## src/rtl/afpm_pkg.sv

```systemverilog
// Shared definitions for the serial logarithmic approximate FP multiplier.
//   - afpm_state_e : wrapper FSM states (LOAD, CALC, OUT)
//   - DEF_*        : default field/beat widths (binary16 on an 8-bit bus)
//   - FLAG_*       : bit positions inside the {ovf, unf, zero} flag vector
//   - afpm_bias()  : exponent bias for a given exponent width
package afpm_pkg;

    typedef enum logic [1:0] {
        LOAD = 2'd0,
        CALC = 2'd1,
        OUT  = 2'd2
    } afpm_state_e;

    localparam int DEF_EW    = 5;
    localparam int DEF_MW    = 10;
    localparam int DEF_BUS_W = 8;

    localparam int FLAG_ZERO = 0;
    localparam int FLAG_UNF  = 1;
    localparam int FLAG_OVF  = 2;

    function automatic int afpm_bias(input int ew);
        return (1 << (ew - 1)) - 1;
    endfunction

endpackage

```

## src/rtl/afpm_log_core.sv

```systemverilog
// Combinational Mitchell-style FP product: sign XOR, exponent add,
// mantissa add (no multiplier array). Subnormal operands flush to zero.
// Optional build macro: AFPM_SPECIALS_EN (Inf/NaN handling on the
// all-ones exponent; without it that exponent is an ordinary finite value).
// Ports:
//   a, b    in  [W-1:0]  operands {sign, exp[EW], mant[MW]}
//   product out [W-1:0]  approximate product
//   flags   out [2:0]    {ovf, unf, zero}
module afpm_log_core
    import afpm_pkg::*;
#(
    parameter int EW = DEF_EW,
    parameter int MW = DEF_MW,
    localparam int W = 1 + EW + MW
) (
    input  logic [W-1:0] a,
    input  logic [W-1:0] b,
    output logic [W-1:0] product,
    output logic [2:0]   flags
);

    localparam int BIAS = afpm_bias(EW);
    localparam logic signed [EW+1:0] BIAS_S = (EW+2)'(BIAS);
    localparam logic signed [EW+1:0] ONE_S  = (EW+2)'(1);
`ifdef AFPM_SPECIALS_EN
    // all-ones exponent is reserved, so the finite range stops one below it
    localparam logic signed [EW+1:0] EMAX_S = (EW+2)'((1 << EW) - 2);
`else
    localparam logic signed [EW+1:0] EMAX_S = (EW+2)'((1 << EW) - 1);
`endif

    logic          s;
    logic [EW-1:0] ea, eb;
    logic [MW-1:0] ma, mb;
    logic [MW:0]   msum;
    logic signed [EW+1:0] er;

    assign s  = a[W-1] ^ b[W-1];
    assign ea = a[W-2:MW];
    assign eb = b[W-2:MW];
    assign ma = a[MW-1:0];
    assign mb = b[MW-1:0];

    // mantissa carry lands in the exponent: (1+x)(1+y) ~ 2*(1+(x+y-1)) when x+y>=1
    assign msum = {1'b0, ma} + {1'b0, mb};
    assign er   = $signed({2'b00, ea} + {2'b00, eb} + {{(EW+1){1'b0}}, msum[MW]}) - BIAS_S;

`ifdef AFPM_SPECIALS_EN
    logic a_ones, b_ones, a_nan, b_nan, a_inf, b_inf;
    assign a_ones = &ea;
    assign b_ones = &eb;
    assign a_nan  = a_ones && (ma != '0);
    assign b_nan  = b_ones && (mb != '0);
    assign a_inf  = a_ones && (ma == '0);
    assign b_inf  = b_ones && (mb == '0);
`endif

    always_comb begin
        product = {s, {(W-1){1'b0}}};
        flags   = 3'b000;
`ifdef AFPM_SPECIALS_EN
        if (a_nan || b_nan || (a_inf && eb == '0) || (b_inf && ea == '0)) begin
            product = {1'b0, {EW{1'b1}}, 1'b1, {(MW-1){1'b0}}};
        end else if (a_inf || b_inf) begin
            product = {s, {EW{1'b1}}, {MW{1'b0}}};
        end else
`endif
        if (ea == '0 || eb == '0) begin
            flags[FLAG_ZERO] = 1'b1;
        end else if (er < ONE_S) begin
            flags[FLAG_UNF] = 1'b1;
        end else if (er > EMAX_S) begin
            flags[FLAG_OVF] = 1'b1;
`ifdef AFPM_SPECIALS_EN
            product = {s, {EW{1'b1}}, {MW{1'b0}}};
`else
            product = {s, {(W-1){1'b1}}};
`endif
        end else begin
            product = {s, er[EW-1:0], msum[MW-1:0]};
        end
    end

endmodule

```

## src/rtl/afpm_log_mul_serial.sv

```systemverilog
// Byte-serial wrapper around afpm_log_core. Operands arrive LSB beat first
// (LOAD), the product is registered in one cycle (CALC), then returned LSB
// beat first under valid/ready (OUT). Input and output never overlap.
// Optional build macro: AFPM_SPECIALS_EN (forwarded to afpm_log_core).
// Ports:
//   clk, rst              clock, synchronous active-high reset
//   in_a, in_b [BUS_W]    operand beats, accepted when in_valid && in_ready
//   out_data [BUS_W]      result beat, held until out_ready
//   out_valid, out_last   beat valid / final beat marker
//   out_ready             downstream accept
//   out_flags [3]         {ovf, unf, zero} of the current result
module afpm_log_mul_serial
    import afpm_pkg::*;
#(
    parameter int EW    = DEF_EW,
    parameter int MW    = DEF_MW,
    parameter int BUS_W = DEF_BUS_W
) (
    input  logic             clk,
    input  logic             rst,
    input  logic [BUS_W-1:0] in_a,
    input  logic [BUS_W-1:0] in_b,
    input  logic             in_valid,
    output logic             in_ready,
    output logic [BUS_W-1:0] out_data,
    output logic             out_valid,
    output logic             out_last,
    input  logic             out_ready,
    output logic [2:0]       out_flags
);

    localparam int W      = 1 + EW + MW;
    localparam int NBEATS = W / BUS_W;
    localparam int CW     = (NBEATS > 1) ? $clog2(NBEATS) : 1;
    localparam logic [CW-1:0] LAST = CW'(NBEATS - 1);

    afpm_state_e   state, state_n;
    logic [CW-1:0] cnt;
    logic [W-1:0]  a_q, b_q, res_q;
    logic [2:0]    flags_q;
    logic [W-1:0]  core_p;
    logic [2:0]    core_f;
    logic          cnt_last;

    assign cnt_last = (cnt == LAST);

    afpm_log_core #(.EW(EW), .MW(MW)) u_core (
        .a       (a_q),
        .b       (b_q),
        .product (core_p),
        .flags   (core_f)
    );

    always_ff @(posedge clk) begin
        if (rst) state <= LOAD;
        else     state <= state_n;
    end

    always_comb begin
        state_n   = state;
        in_ready  = 1'b0;
        out_valid = 1'b0;
        out_last  = 1'b0;
        case (state)
            LOAD: begin
                in_ready = 1'b1;
                if (in_valid && cnt_last) state_n = CALC;
            end
            CALC: state_n = OUT;
            OUT: begin
                out_valid = 1'b1;
                out_last  = cnt_last;
                if (out_ready && cnt_last) state_n = LOAD;
            end
            default: state_n = LOAD;
        endcase
    end

    // one beat counter serves both directions since LOAD and OUT never overlap
    always_ff @(posedge clk) begin
        if (rst) begin
            cnt     <= '0;
            a_q     <= '0;
            b_q     <= '0;
            res_q   <= '0;
            flags_q <= '0;
        end else begin
            case (state)
                LOAD: if (in_valid) begin
                    a_q[cnt*BUS_W +: BUS_W] <= in_a;
                    b_q[cnt*BUS_W +: BUS_W] <= in_b;
                    cnt <= cnt_last ? '0 : cnt + CW'(1);
                end
                CALC: begin
                    res_q   <= core_p;
                    flags_q <= core_f;
                end
                OUT: if (out_ready) cnt <= cnt_last ? '0 : cnt + CW'(1);
                default: ;
            endcase
        end
    end

    assign out_data  = (state == OUT) ? res_q[cnt*BUS_W +: BUS_W] : '0;
    assign out_flags = flags_q;

endmodule

```

## config.mk

```make
export PLATFORM = sky130hd
export DESIGN_NAME = afpm_log_mul_serial
export DESIGN_NICKNAME = d
export VERILOG_FILES = /design/src/rtl/afpm_pkg.sv /design/src/rtl/afpm_log_core.sv /design/src/rtl/afpm_log_mul_serial.sv
export SDC_FILE = /design/constraint.sdc
export NUM_CORES = 1
export LEC_CHECK = 0
export CORE_UTILIZATION = 60
export DETAILED_ROUTE_END_ITERATION = 10
export PLACE_DENSITY = 0.86
export SLEW_MARGIN = 10
export SYNTH_ARGS = -nofsm -noshare
export SYNTH_HDL_FRONTEND = slang
export SYNTH_SLANG_ARGS = --single-unit
```

## constraint.sdc

```tcl
create_clock -name clk -period 6.3 [get_ports clk]
set_input_delay 1.26 -clock clk [delete_from_list [all_inputs] [get_ports clk]]
set_output_delay 1.26 -clock clk [all_outputs]
set_load 0.05 [all_outputs]
```

# Word level (Yosys, flattened, before mapping)
# Cells that the tools add are included.
# Widths: inputs -> output; s select.
dict set report word_totals {
  out_inout_bits 14
  in_bits 20
  word_cells 56
  ff_bits 54
}
dict set report op_classes {
  eq_ne 6
  magnitude_cmp 2
  n_reduce_logical 10
  bitwise_logic 1
  shifts 4
  mux 21
  addsub 6
}
# operator n
set op_table {}
lappend op_table {{$shiftx 8x34->16} 2}
lappend op_table {{$mux 15} 3}
lappend op_table {{$neg 4->34} 1}
lappend op_table {{$shift 8x34->16 const A} 1}
lappend op_table {{$bwmux 16} 2}
lappend op_table {{$shiftx 16x5->8} 1}
lappend op_table {{$add 10x10->11} 1}
lappend op_table {{$logic_not 5->1} 2}
lappend op_table {{$mux 1} 10}
lappend op_table {{$mux 8} 1}
lappend op_table {{$ne 2x2->1 const B} 4}
lappend op_table {{$add 7x1->7} 1}
lappend op_table {{$gt 7x6->1 const B} 1}
lappend op_table {{$lt 7x2->1 const B} 1}
lappend op_table {{$sub 7x5->7 const B} 1}
lappend op_table {{$add 5x5->6} 1}
lappend op_table {{$mux 2} 3}
lappend op_table {{$pmux 2 s3} 1}
lappend op_table {{$reduce_and 2->1} 2}
lappend op_table {{$reduce_and 3->1} 1}
lappend op_table {{$eq 2x1->1 const B} 1}
lappend op_table {{$eq 2x2->1 const B} 1}
lappend op_table {{$logic_and 1x1->1} 2}
lappend op_table {{$logic_not 2->1} 1}
lappend op_table {{other kinds (5)} 5}

# Longest topological paths before layout
# Gate-level depths: netlist of the first run.
dict set report logic_depth {
  word_depth 7
  mapped_depth 18
  ltp_nobuf 17
}

# Modules after synthesis
# Synthesis of the first run repeated with hierarchy kept, for this count alone.
dict set report unflattened {
  cells_unflattened 386
  area_unflattened_um2 3133.0
}
# module instances seq_area_each_um2 cells_per_inst area_per_inst_um2
set by_module_without_submodules {}
lappend by_module_without_submodules {afpm_log_mul_serial 1 1081.0 262 2098.3}
lappend by_module_without_submodules {afpm_log_core 1 0.0 124 1034.7}

# Least setup slack after synthesis of the first run
# No wires, ideal clock.
dict set report synth_path {
  path_type {reg-to-reg}
  from {register a_q[0]}
  to {register res_q[13]}
  setup_ns 0.117
  path_slack_ns 2.656
  arrival_time_ns 3.527
  path_buffers 1
  path_stages_with_launch 18
  cell_sequence {dfxtp_1 -> ha_1 -> fa_1 -> a21o_1 -> a21oi_1 -> o21ai_0 -> a211oi_1 -> o21ai_0 -> a21oi_1 -> ha_1 -> inv_1 -> ha_1 -> nor4b_1 -> nor4_2 -> a211oi_1 -> or3b_4 -> buf_6 -> o21ai_1}
}
dict set report synth_via {
  elab_chain_cells 7
}
# item line_no
set synth_rtl {}
lappend synth_rtl {{start: declaration} afpm_log_mul_serial.sv:39} ;# logic [W-1:0] a_q, b_q, res_q;
lappend synth_rtl {{start signal: indexed assignment} afpm_log_mul_serial.sv:90} ;# a_q[cnt*BUS_W +: BUS_W] <= in_a;
lappend synth_rtl {{$add 10x10->11 (*)} afpm_log_core.sv:45} ;# assign msum = {1'b0, ma} + {1'b0, mb};
lappend synth_rtl {{$add 7x1->7 (*)} afpm_log_core.sv:46} ;# assign er = $signed({2'b00, ea} + {2'b00, eb} + {{(EW+1){1'b0}}, msum[MW]}) - BIAS_S;
lappend synth_rtl {{$sub 7x5->7 (*)} afpm_log_core.sv:46}
lappend synth_rtl {{$gt 7x6->1} afpm_log_core.sv:72} ;# end else if (er > EMAX_S) begin
lappend synth_rtl {{$mux 15} afpm_log_core.sv:72}
lappend synth_rtl {{$mux 15 (*)} afpm_log_core.sv:70} ;# end else if (er < ONE_S) begin
lappend synth_rtl {{$mux 15 (*)} afpm_log_core.sv:68} ;# if (ea == '0 || eb == '0) begin
lappend synth_rtl {{end signal: assignment} afpm_log_mul_serial.sv:95} ;# res_q <= core_p;
lappend synth_rtl {{end: declaration} afpm_log_mul_serial.sv:39}
# Mark *: on every way between the ends. The rest lies on a longest branch, timed or not.
# A chain may end at the register's enable or synchronous reset.

# Final worst setup path of the first run
dict set report layout_path {
  from {register a_q[0]}
  to {register res_q[10]}
}
# The elaborated chain is that of the path after synthesis.

==> results of run 1 <==
logic make-up (layout without fill, tap and decap cells):
| logic type | after synthesis | after routing | share of synthesized area (%) |
|---|---|---|---|
| AO/OA/AOI/OAI | 91 | 91 | 18.6 |
| XOR/XNOR | 11 | 11 | 3.56 |
| adder cells (fa/ha/maj) | 19 | 19 | 8.67 |
| buffers and inverters | 31 | 53 | 4.63 |
| flip-flops | 54 | 54 | 37.1 |
| multiplexers | 10 | 10 | 3.43 |
| AND/OR/NAND/NOR | 153 | 153 | 24.0 |
area by class of cell:
cell class / instances / area share (%)
inverters: 11 / 1.23
well taps: 52 / 1.93
clock buffers: 6 / 2.45
clock inverters: 2 / 1.78
repair buffers: 34 / 10.0
flip-flops and latches: 54 / 32.1
multi-input cells: 284 / 50.5
cell usage after synthesis, drive strengths merged (4+ instances only):
| cell type | number |
|---|---|
| o21ai | 24 |
| dfxtp | 54 |
| inv | 11 |
| a21oi | 46 |
| a211oi | 5 |
| buf | 6 |
| nand2b | 5 |
| nand2 | 82 |
| ha | 17 |
| nor2 | 24 |
| nand3 | 4 |
| clkbuf | 14 |
| nor3 | 19 |
| nor4 | 4 |
| mux2i | 10 |
| xor2 | 4 |
| xnor2 | 7 |
report_power, final:
group          switching (W)  internal (W)  leakage (nW)
clock network       0.000113      0.000169        0.0714
logic              0.0000711     0.0000495         0.774
registers          0.0000117      0.000354         0.439
cell usage in the layout (no fill, tap or decap), types with 2 or more instances in the layout:
cell,n
nor2_1,23
inv_1,11
nor4_1,3
nand4_1,3
dfxtp_1,54
o21a_1,3
xnor2_1,6
nand3_1,4
a211oi_1,4
and3_1,2
xor2_1,4
ha_1,17
a21oi_1,45
clkbuf_8,6
o21ai_0,12
nand2b_1,5
o22ai_1,2
mux2i_1,10
o21ai_1,11
nand2_1,82
nor3_1,19
bufinv_16,2
a21o_1,2
clkdlybuf4s50_1,33
o211ai_1,3
fa_1,2
or4_1,2
worst min path at each step:
| stage | endpoint | from |
|---|---|---|
| final | res_q[5] | res_q[5] |
| after global routing | res_q[5] | res_q[5] |
| after CTS | res_q[5] | res_q[5] |
| after detailed placement | res_q[5] | res_q[5] |
| after global placement | res_q[5] | res_q[5] |
| after floorplan | res_q[7] | res_q[7] |
routing by layer:
| layer | share of wire, % | vias up |
|---|---|---|
| met5 | 0 | - |
| met4 | 1.6 | 0 |
| met2 | 48 | 102 |
| met3 | 5.7 | 12 |
| li1 | - | 1322 |
| met1 | 44 | 1222 |
stage by stage:
step                instances  worst slack [ns]  util [%]
floorplan                 369              2.66         -
finish                    443              2.22      74.8
global route              443              1.92      74.8
global placement          435              2.42      71.6
detailed placement        435              2.29      71.6
CTS                       443              2.24      74.8
state kept, by name, summed over array words and instances (netlist names):
signal,cells
a_q,16
b_q,16
res_q,16
out_flags,3
state,2
cnt,1
worst register-to-register path: stages, from the launching register on:
cell and delay, ns:
dfxtp_1 0.33, ha_1 0.23, fa_1 0.41, a21o_1 0.19, a21oi_1 0.28, o21ai_0 0.20
a211oi_1 0.27, o21ai_0 0.13, a21oi_1 0.18, ha_1 0.21, inv_1 0.07, ha_1 0.32
nor4b_1 0.41, nor4_2 0.10, a211oi_1 0.24, or3b_4 0.28, o21ai_0 0.12
==> run_results.csv, run 1 <==
group,metric,value,unit
synthesis,ys.warnings.count,0,
clock_tree,cts_buffer_depth,2,
critical_path,rr_worst_depth,16,
routing,post-route-drc-count,0,
place,hpwl,4850,um
synthesis,synth_seq_cells,54,
floorplanning,die_w,71.7,um
floorplanning,start_util,64.7,%
synthesis,syn_inst,369,
critical_path,worstPathRequired,6.50,ns
synthesis,synth.top_cell.area_share,37.1,%
synthesis,synth-main-ff-cell,"dfxtp_1",
routing,ant_nets,0,
timing,fin_skew,0.00685,ns
critical_path,r2r_end,"res_q[10]",
clock_tree,tritoncts,"yes",
critical_path,critPathMaxFanout,14,
floorplanning,coreArea,0.00450,mm2
synthesis,async_flop_share,0,%
critical_path,path_cells,"ha_1, fa_1, a21o_1, a21oi_1, o21ai_0, a211oi_1, o21ai_0, a21oi_1, ha_1, inv_1, ha_1, nor4b_1, nor4_2, a211oi_1, or3b_4, o21ai_0",
routing,wl,6590,um
floorplanning,die_height,71.7,um
critical_path,crit_path_start,"a_q[0]",
global_routing,antenna_found_initial,0,
clock_tree,cts_made_buffers,5,
clock_tree,htree_num_levels,2,
layout,nNetsFinal,429,
global_routing,gr-usage-met2,49.8,%
layout,final-seq-area,0.00108,mm2
clock_tree,cts_setup_buffers,0,
routing,vias,2658,
critical_path,crit_path_top_delay_cell,"fa_1",
timing,hold_violations,0,
critical_path,cp_data_arrival_time,4.28,ns
global_routing,grtUsageTotal,28.2,%
layout,area.growth.synth_to_final,15.5,%
floorplanning,dieArea,0.00514,mm2
critical_path,crit_type,"reg2reg",
global_routing,grt_first_pass_wirelength,11400,um
synthesis,netlist_top_cells_area,"dfxtp_1, nand2_1, a21oi_1, ha_1, mux2i_1",
routing,drtIter0Drc,169,
clock_tree,hold_buffers,0,
clock_tree,root_buffer,"clkbuf_8",
global_routing,grt_most_used_layer,"met2",
timing,fin_setup_tns,0,ns
clock_tree,cts_num_sinks,54,
timing,maxSlewViolCount,0,
min_path,whs_path_depth,2,
synthesis,netlist-cell-type-count,48,
timing,hold_ws,0.453,ns
timing,setup_violations,0,
timing,relSlewSlack,49.2,%
synthesis,syn_avg_cell_area,7.90,um2
clock_tree,worstSkewPairLatency,0.31,ns
global_routing,met3_usage,6.61,%
timing,worst_slew_pin_slew,0.759,ns
critical_path,end_kind,"flop",
power,power.total,0.000769,W
synthesis,seq_area_frac_synth,37.1,%
power,pwr_density_cell,228,mW/mm2
timing,period_minus_slack,4.08,ns
layout,drive_above_1_share,5.12,%
clock_tree,clkTransAtPathRegs,0.10,ns
critical_path,regToRegStartpoint,"a_q[0]",
critical_path,reg2reg_slack,2.22,ns
critical_path,startpoint_type,"flop",
synthesis,syn-cell-area,0.00292,mm2
timing,max_clock_freq,245,MHz
global_routing,grt_max_degree,43,
floorplanning,rows,24,
routing,drt-pass1-iter-count,5,
critical_path,path_buf_inv,1,
timing,layout_worst_path_cycle_share,64.8,%
routing,drt-vias-per-instance,6.00,
timing,rsz0062_at_grt,"false",
global_routing,overflow,0,
layout,antenna_cells,0,
layout,fillers,359,
power,ir_drop,0.168,mV
run_status,outcome,"complete, no violations",
synthesis,synth_edf_count,0,
power,p_leak,1.28,nW
synthesis,mappedNetlistNets,408,
flow_run,cap_violations,0,
place,io_buffers,33,
critical_path,endpoint,"res_q[10]",
place,gp_routability_congestion,0.918,
clock_tree,cts_resized,0,
place,postPlaceCellArea,0.00322,mm2
global_routing,met1_usage,34.6,%
min_path,hold_class,"reg2reg",
critical_path,path_depth,16,
global_routing,grt_pass1_vias,2563,
synthesis,synth_top_cell_by_area,"dfxtp_1",
layout,final_area,0.00337,mm2
floorplanning,ios,34,
critical_path,critPathMaxStageDelay,0.41,ns
layout,multi_input_comb_area,0.00170,mm2
critical_path,cp_top_family,"compound AO/OA/AOI/OAI gates",
routing,wl_per_cell,14.9,um
Note: power is estimated with default switching activity, not from simulation.
==> run 2, diff against run 1 <==
CORE_UTILIZATION = 50   (was 60)
PLACE_DENSITY = 0.76   (was 0.86)
clock period = 3.4 ns   (was 6.3 ns; I/O delays follow)
==> run 2 against run 1 <==
The flow now finishes with violations (negative setup slack). Global-route usage shrank 5.0 points. Non-clock buffer count rose by 10. Clock-buffer cell count is 1 lower. Setup slack worse by 2.2 ns. Largest cell class unchanged. Final area grew 4.6%. Sequential power is 86% higher. Clock power up 33%. Critical path type unchanged. Critical endpoint is now out_flags[1]. Routed wire length is 3.1% higher. Hold slack improved by 0.0023 ns. First-iteration DRC count is 2.4% lower. Cell count increased by 7.0%. Die area is 19% higher.
==> run_results.csv, run 2 (same netlist as run 1, synthesis figures left out) <==
group,metric,value,unit
routing,ant_nets,0,
layout,antenna_cells,0,
routing,wl,6800,um
clock_tree,cts_buffer_depth,2,
power,pwr_density_cell,369,mW/mm2
floorplanning,ios,34,
routing,vias,2601,
clock_tree,cts_made_buffers,5,
run_status,violations,"negative setup slack",
timing,max_clock_freq,293,MHz
timing,period_minus_slack,3.41,ns
floorplanning,die_w,78.4,um
power,p_leak,1.32,nW
layout,nNetsFinal,440,
routing,wl_met3,256,um
global_routing,grt_pass1_vias,2390,
timing,hold_ws,0.455,ns
timing,maxSlewViolCount,0,
timing,fin_setup_tns,-0.00947,ns
layout,final_common_cell,"nand2_1",
place,gp_routability_congestion,0.947,
layout,final_util,63.2,%
layout,fillers,514,
timing,hold_violations,0,
floorplanning,rows,27,
clock_tree,tritoncts,"yes",
layout,most-common-layout-cells,"nand2_1, dfxtp_1, a21oi_1",
critical_path,crit_type,"reg2reg",
place,hpwl,5000,um
layout,area.growth.synth_to_final,20.8,%
timing,fin_skew,0.0110,ns
timing,layout_worst_path_cycle_share,100,%
routing,top_layer_used,"met4",
layout,drive_above_1_share,12.4,%
timing,setup_violations,1,
floorplanning,die_height,78.4,um
routing,drt-vias-per-instance,5.49,
global_routing,antenna_found_initial,0,
routing,drtIter0Drc,165,
routing,drt-pass1-iter-count,4,
critical_path,critPathMaxFanout,3,
flow_run,cap_violations,0,
floorplanning,start_util,52.3,%
place,io_buffers,33,
layout,biggestRegsByFlops,"a_q (16), b_q (16), res_q (16)",
routing,wl_per_cell,14.3,um
critical_path,worstPathRequired,3.65,ns
timing,rsz0062_at_grt,"true",
critical_path,startpoint_type,"flop",
place,dp_cells,460,
floorplanning,dieArea,0.00614,mm2
run_status,outcome,"finished with violations",
timing,worst_slew_pin_slew,0.827,ns
min_path,hold_class,"reg2reg",
global_routing,grtUsageTotal,23.2,%
global_routing,overflow,0,
timing,worst_slack,-0.00947,ns
routing,routedLengthMet1,3150,um
global_routing,grt_first_pass_wirelength,11200,um
floorplanning,coreArea,0.00557,mm2
critical_path,cp_data_arrival_time,3.66,ns
clock_tree,cts_num_sinks,54,
routing,post-route-drc-count,0,
power,ir_drop,0.230,mV
clock_tree,root_buffer,"clkbuf_8",
clock_tree,htree_num_levels,2,
clock_tree,clkTransAtPathRegs,0.10,ns
global_routing,grt_max_degree,38,
clock_tree,hold_buffers,0,
critical_path,end_kind,"flop",
routing,route.met2.wl,3300,um
timing,relSlewSlack,44.7,%
clock_tree,worstSkewPairLatency,0.31,ns
layout,final_cells,474,
[run 2: power by group]
part           switching (W)  total [W]  internal (W)
Clock               0.000225   0.000374      0.000149
Combinational       0.000141   0.000246      0.000105
Sequential         0.0000224   0.000679      0.000657
[run 2: timing repair]
item	4_1_cts	5_1_grt
pin swaps	4	29
setup endpoints to repair	14	16
endpoints found under the hold margin	0	0
gates resized for setup	4	16
cloned	1	0
buffers inserted	0	5
[run 2: worst paths after layout]
kind,startpoint,to,slack [ns],cells after the start
worst min-delay path,res_q[8],res_q[8],0.45,2
worst min register to register,res_q[8],res_q[8],0.45,2
worst max-delay path,b_q[0],out_flags[1],-0.009,18
worst max register to register,b_q[0],out_flags[1],-0.009,18
[run 2: critical path, cell delays in order (launching register included)]
cell       delay, ns
dfxtp_2         0.35
ha_4            0.17
fa_2            0.37
a21o_1          0.18
a21oi_2         0.17
o21ai_2         0.09
a211oi_2        0.19
o21ai_1         0.08
a21oi_1         0.16
ha_2            0.20
buf_4           0.13
o21ai_0         0.11
mux2i_1         0.21
o2111ai_2       0.15
a211oi_2        0.36
buf_4           0.17
buf_4           0.09
a22oi_1         0.05
nor2_1          0.12
[run 2: area by class of cell]
class | instances | area [um2] | share of cell area, %
multi-input combinational | 285 | 1800 | 51.1
sequential | 54 | 1080 | 30.8
timing repair buffer | 44 | 413 | 11.7
tap | 72 | 90.1 | 2.56
clock buffer | 5 | 68.8 | 1.95
inverter | 11 | 41.3 | 1.17
clock inverter | 3 | 26.3 | 0.746
[run 2: through the flow]
stage / cell area, um2 / worst slack [ns] / total power, W
2_1_floorplan: 2950 / 0.0360 / 0.000847
3_3_place_gp: 3320 / 0.0343 / 0.000916
3_5_place_dp: 3320 / -0.0538 / 0.000921
4_1_cts: 3450 / 0.00258 / 0.00129
5_1_grt: 3520 / -0.276 / 0.00136
6_report: 3520 / -0.00947 / 0.00130
[run 2: layer usage]
layer	GRT usage (%)	vias to the layer above
met5	0	-
met1	30.2	1194
met2	40.1	58
li1	-	1339
met3	3.72	10
met4	5.37	0
